### config.mk
export PLATFORM = sky130hd
export DESIGN_NAME = keypad_scanner
export DESIGN_NICKNAME = d
export VERILOG_FILES = /design/src/rtl/keypad_scanner.sv
export SDC_FILE = /design/constraint.sdc
export NUM_CORES = 1
export LEC_CHECK = 0
export CAP_MARGIN = 0
export CORE_UTILIZATION = 35
export CTS_CLUSTER_SIZE = 10
export DETAILED_ROUTE_END_ITERATION = 8
export PLACE_DENSITY_LB_ADDON = 0.05
export SLEW_MARGIN = 30
export SYNTH_ARGS = -nofsm -noshare
export SYNTH_HDL_FRONTEND = slang
export SYNTH_SLANG_ARGS = --single-unit
### constraint.sdc
create_clock -name hwclk -period 3.42 [get_ports hwclk]
set_clock_uncertainty 0.05 [all_clocks]
set_input_delay 0.855 -clock hwclk [delete_from_list [all_inputs] [get_ports hwclk]]
set_output_delay 0.855 -clock hwclk [all_outputs]
set_load 0.05 [all_outputs]
### src/rtl/keypad_scanner.sv
// keypad_scanner: scans a 3x3 membrane keypad, debounces whole-frame results
// and presents a committed key code, a held level and a one-cycle press strobe.

// Two-flop synchronizer for one active-low column sense line.
module colSync (
  input  logic hwclk,
  input  logic reset,
  input  logic d,
  output logic q
);
  logic meta;

  // Idle level of a pulled-up column is 1, so reset to inactive.
  always_ff @(posedge hwclk) begin
    if (reset) begin
      meta <= 1'b1;
      q    <= 1'b1;
    end else begin
      meta <= d;
      q    <= meta;
    end
  end
endmodule

module keypad_scanner #(
  parameter int SETTLE_CYCLES   = 1200,
  parameter int DEBOUNCE_FRAMES = 4
) (
  input  logic       hwclk,
  input  logic       reset,
  output logic       keypad_r1,
  output logic       keypad_r2,
  output logic       keypad_r3,
  input  logic       keypad_c1,
  input  logic       keypad_c2,
  input  logic       keypad_c3,
  output logic [3:0] button,
  output logic       bstate,
  output logic       press
);
  localparam int DW = $clog2(SETTLE_CYCLES);
  localparam int CW = $clog2(DEBOUNCE_FRAMES + 1);

  typedef enum logic {IDLE, HELD} state_t;

  logic [2:0]    colRaw, colSyncd, colAct;
  logic [DW-1:0] dwellCnt;
  logic [1:0]    rowIdx;
  logic          lastDwell, frameEnd;

  // Frame accumulator: something seen, something illegal seen, last code seen.
  logic          accHit, accBad;
  logic [3:0]    accCode;
  logic          sampHit, sampMulti;
  logic [1:0]    colNum;
  logic [3:0]    sampCode, nextCode, frameRes;
  logic          nextHit, nextBad;

  logic [3:0]    candidate;
  logic [CW-1:0] dbCnt;
  logic          match, commit;

  state_t        state, stateNext;
  logic [3:0]    buttonNext;
  logic          bstateNext, pressNext;

  assign colRaw = {keypad_c3, keypad_c2, keypad_c1};

  for (genvar i = 0; i < 3; i++) begin : gSync
    colSync uSync (.hwclk(hwclk), .reset(reset), .d(colRaw[i]), .q(colSyncd[i]));
  end

  assign colAct    = ~colSyncd;
  assign lastDwell = (dwellCnt == DW'(SETTLE_CYCLES - 1));
  assign frameEnd  = lastDwell && (rowIdx == 2'd2);

  // Row drive: all rows released during reset, otherwise only the scanned row low.
  always_comb begin
    {keypad_r3, keypad_r2, keypad_r1} = 3'b111;
    if (!reset) begin
      case (rowIdx)
        2'd0:    keypad_r1 = 1'b0;
        2'd1:    keypad_r2 = 1'b0;
        default: keypad_r3 = 1'b0;
      endcase
    end
  end

  // Fold the current row's sample into the frame; multi-hit or multi-row is illegal.
  always_comb begin
    sampHit   = (colAct != 3'b000);
    sampMulti = ((colAct & (colAct - 3'd1)) != 3'b000);
    case (colAct)
      3'b010:  colNum = 2'd2;
      3'b100:  colNum = 2'd3;
      default: colNum = 2'd1;
    endcase
    sampCode = 4'(rowIdx) * 4'd3 + {2'b00, colNum};
    nextHit  = accHit | sampHit;
    nextBad  = accBad | sampMulti | (sampHit & accHit);
    nextCode = sampHit ? sampCode : accCode;
    frameRes = (nextHit && !nextBad) ? nextCode : 4'd0;
  end

  // Dwell counter, row sequencer and per-row sampling into the accumulator.
  always_ff @(posedge hwclk) begin
    if (reset) begin
      dwellCnt <= '0;
      rowIdx   <= 2'd0;
      accHit   <= 1'b0;
      accBad   <= 1'b0;
      accCode  <= 4'd0;
    end else if (lastDwell) begin
      dwellCnt <= '0;
      rowIdx   <= (rowIdx == 2'd2) ? 2'd0 : rowIdx + 2'd1;
      if (frameEnd) begin
        accHit  <= 1'b0;
        accBad  <= 1'b0;
        accCode <= 4'd0;
      end else begin
        accHit  <= nextHit;
        accBad  <= nextBad;
        accCode <= nextCode;
      end
    end else begin
      dwellCnt <= dwellCnt + 1'b1;
    end
  end

  // Commit fires only on the frame where the run of equal results first hits the target.
  assign match  = (frameRes == candidate);
  assign commit = frameEnd &&
                  ((DEBOUNCE_FRAMES == 1) || (match && dbCnt == CW'(DEBOUNCE_FRAMES - 1)));

  // Per-frame debounce: count consecutive equal results, saturating.
  always_ff @(posedge hwclk) begin
    if (reset) begin
      candidate <= 4'd0;
      dbCnt     <= '0;
    end else if (frameEnd) begin
      if (match) begin
        if (dbCnt != CW'(DEBOUNCE_FRAMES)) dbCnt <= dbCnt + 1'b1;
      end else begin
        candidate <= frameRes;
        dbCnt     <= CW'(1);
      end
    end
  end

  // Press/release FSM; a different key committed while held is ignored.
  always_comb begin
    stateNext  = state;
    buttonNext = button;
    bstateNext = bstate;
    pressNext  = 1'b0;
    case (state)
      IDLE: if (commit && frameRes != 4'd0) begin
        stateNext  = HELD;
        buttonNext = frameRes;
        bstateNext = 1'b1;
        pressNext  = 1'b1;
      end
      HELD: if (commit && frameRes == 4'd0) begin
        stateNext  = IDLE;
        bstateNext = 1'b0;
      end
      default: stateNext = IDLE;
    endcase
  end

  // State and output registers.
  always_ff @(posedge hwclk) begin
    if (reset) begin
      state  <= IDLE;
      button <= 4'd0;
      bstate <= 1'b0;
      press  <= 1'b0;
    end else begin
      state  <= stateNext;
      button <= buttonNext;
      bstate <= bstateNext;
      press  <= pressNext;
    end
  end
endmodule

==> results of run 1 <==
-- cells in the final DEF, fill, tap and decap left out, types with 3 or more instances in the layout --
cell type / synthesis / layout
a211oi_1: 4 / 3
a21oi_1: 6 / 6
and3_1: 7 / 7
buf_4: 1 / 18
clkbuf_8: 0 / 5
clkdlybuf4s50_1: 0 / 10
dfxtp_1: 39 / 38
ha_1: 9 / 9
inv_1: 14 / 13
mux2i_1: 7 / 7
nand2_1: 7 / 7
nand2b_1: 4 / 4
nand3_1: 6 / 6
nand3b_1: 4 / 4
nand4_1: 6 / 6
nor2_1: 31 / 30
nor2b_1: 3 / 3
nor3_1: 9 / 9
nor4bb_1: 3 / 3
or2_2: 7 / 7
xnor2_1: 8 / 8
xor2_1: 5 / 5
-- area by class of cell --
cell class	count	area, um^2	area share
clock inverters	2	12.5	0.00504
inverters	15	56.3	0.0227
well taps	72	90.1	0.0363
repair buffers	31	287	0.115
flip-flops and latches	39	782	0.315
multi-input cells	161	1180	0.476
clock buffers	6	72.6	0.0292
-- logic make-up (layout without fill, tap and decap cells) --
group	after synthesis	count (layout)	share of synthesized area
and+or+nand+nor	99	99	0.271
AOI/OAI and AO/OA	27	27	0.105
buffers and inverters	24	54	0.0472
muxes	11	11	0.0632
xor gates and xnor gates	13	13	0.0558
DFF	39	39	0.383
adders and majority gates	11	11	0.0748
-- registers in the layout, indices dropped and copies added, names as in the netlist, named ones only --
signal,cells
candidate,4
dwellCnt,11
gSync.uSync.q,3
accCode,4
accBad,1
press,1
dbCnt,3
bstate,1
gSync.uSync.meta,3
button,4
accHit,1
rowIdx,2
-- worst min-delay path by stage --
stage                              startpoint               end  slack (ns)
after floorplan           gSync[0].uSync.meta  gSync[0].uSync.q        0.34
after global placement    gSync[0].uSync.meta  gSync[0].uSync.q        0.36
after detailed placement  gSync[0].uSync.meta  gSync[0].uSync.q        0.36
after CTS                 gSync[0].uSync.meta  gSync[0].uSync.q        0.38
after global routing      gSync[2].uSync.meta  gSync[2].uSync.q        0.40
final                     gSync[0].uSync.meta  gSync[0].uSync.q        0.38
-- per-layer routing --
layer / vias to the layer above / global-route usage
li1: 839 / -
met1: 754 / 0.209
met2: 11 / 0.239
met3: 4 / 0.0453
met4: 0 / 0.0333
met5: - / 0
-- per-stage QoR --
| step | cells | setup slack [ns] | util | TNS, ns |
|---|---|---|---|---|
| after global placement | 315 | -0.0557 | 0.422 | -0.346 |
| after floorplan | 224 | -0.0873 | - | -0.527 |
| after detailed placement | 315 | -0.0783 | 0.422 | -0.549 |
| after CTS | 325 | -0.0720 | 0.442 | -0.278 |
| after global routing | 326 | -0.276 | 0.445 | -3.18 |
| final | 326 | -0.0854 | 0.445 | -0.591 |
-- what timing repair did --
item | in CTS | in global routing
gates resized for setup | 3 | 4
buffers inserted | 2 | 1
hold endpoints to repair | 0 | 0
pin swaps | 0 | 2
setup endpoints to repair | 10 | 14
-- power groups by stage --
stage	Combinational, mW	Clock [mW]	Sequential, mW
6_report	0.0920	0.305	0.468
5_1_grt	0.101	0.341	0.470
4_1_cts	0.0913	0.320	0.468
3_5_place_dp	0.0892	0	0.479
3_3_place_gp	0.0905	0	0.479
2_1_floorplan	0.0551	0	0.485
==> results.json, run 1 <==
{
  "outcome": "finished, violations left",
  "violations": "negative setup slack",
  "place_area_um2": 2350,
  "maxCapViolCount": 0,
  "cp.depth": 14,
  "cts_root_buf": "clkbuf_8",
  "synthCells": 224,
  "grt_util_all_layers": 0.153,
  "first_pass_iters": 4,
  "top_layer": "met4",
  "switching_share": 0.255,
  "wl_um": 4200,
  "powerDensity_nw_per_um2": 348,
  "cp_top_family": "adder cells",
  "initialDrtViolationCount": 105,
  "worst_path_largest_cell_delay_ns": 0.49,
  "start_util": 0.366,
  "cp_cell_sequence": "xor2_1, and2_1, fa_1, ha_1, inv_1, fa_1, inv_2, mux2i_4, xnor2_1, or4_4, buf_4, a21oi_4, nor2_4, mux2_1",
  "yosysTopAreaCell": "dfxtp_1",
  "crit_required_ns": 3.55,
  "vias_per_cell": 4.93,
  "ant_nets": 0,
  "start_kind": "flip-flop",
  "rsz0062_at_grt": "true",
  "synth_edf_count": 0,
  "dieArea_um2": 6140,
  "synth.cell_area_um2": 2040,
  "hp-class": "reg2reg",
  "crit_top_cell": "fa_1",
  "synth_seq_area_share": 0.383,
  "cts_tree": "built",
  "dr_wl_met3_um": 114,
  "cp.arrival_ns": 3.63,
  "port_buffers": 13,
  "gr-total-overflow": 0,
  "worstSetupEndpointType": "flip-flop",
  "dp_hpwl_um": 3070,
  "syn_avg_cell_area_um2": 9.10,
  "cp_slowest_cell": "fa_1",
  "cts_buffers": 5,
  "r2r_setup_slack_ns": -0.09,
  "clk_path_buf_depth": 2,
  "fillers": 558,
  "diodes": 0,
  "cts_hold_buf": 0,
  "rows": 27,
  "drive_above_1_share": 0.185,
  "ctsHtreeMaxLevel": 2,
  "finalCritPeriodShare": 1.02,
  "cts.sinks": 39,
  "globalplace.congestion": 0.716,
  "drc": 0,
  "final_net_count": 269,
  "hold_violations": 0,
  "yosys_warnings": 0,
  "cp_max_fo": 5,
  "setup_ws_ns": -0.0854,
  "r2r_end": "candidate[2]",
  "p_clk_frac": 0.352,
  "syn-num-nets": 240,
  "synth_ff_type": "dfxtp_1",
  "synthTopCellsByArea": "dfxtp_1 (38%), nor2_1 (5.7%), ha_1 (5.5%)",
  "synth_top_area_share": 0.383,
  "p_seq_frac": 0.541,
  "finalMaxSlewViolations": 0,
  "post-synth-top-count-cell": "dfxtp_1",
  "wl_per_cell_um": 12.9,
  "whs_ns": 0.375,
  "path_buf_inv": 3,
  "postLayoutCellArea_um2": 2480,
  "max_freq_mhz": 285,
  "area_growth_pct": 21.7,
  "worstSetupPathType": "reg2reg",
  "grt_max_degree": 19,
  "power_frac_comb": 0.106,
  "core-area_um2": 5570,
  "slew-limit-headroom": 0.558,
  "io_pins": 14,
  "vias": 1608,
  "async_flop_share": 0,
  "antenna_found_initial": 0,
  "finalCriticalPeriod_ns": 3.51,
  "first_global_vias": 1571,
  "endpoint": "candidate[2]",
  "internal-power_mw": 0.644,
  "switchingPower_mw": 0.221,
  "grt_pass1_wl_um": 7300,
  "power.total_mw": 0.865,
  "peakVddDrop_mv": 0.222,
  "die_w_um": 78.3,
  "reg2regPathDepth": 14,
  "p_leak_nw": 0.925,
  "cts.clk_slew.worst_paths_ns": 0.08,
  "insertion_delay_ns": 0.29,
  "ys_top_cells_by_count": "dfxtp_1 (39), nor2_1 (31), inv_1 (14), ha_1 (9), nor3_1 (9)",
  "min_path_cells": 1,
  "r2r_start": "gSync[1].uSync.q",
  "wirelength_met1_um": 2180,
  "wl_met2_um": 1870,
  "ys_types": 48,
  "ys_seq_elements": 39,
  "fp.dieH_um": 78.3,
  "cp-startpoint": "gSync[1].uSync.q",
  "setup_violations": 11,
  "worstMarginPinSlew_ns": 0.645
}
(Power assumes the default switching activity.)
==> run 2: changes to the inputs <==
Settings changed: ABC_CLOCK_PERIOD_IN_PS set to 3420.
==> results of run 2 <==
Final layout, timing and power as in run 1 (identical DEF).
==> run 3: changes to the inputs <==
Settings changed: CTS_CLUSTER_SIZE 10 to 20, GPL_ROUTABILITY_DRIVEN set to 0.
==> results of run 3 <==
Final layout, timing and power as in run 1 (identical DEF).
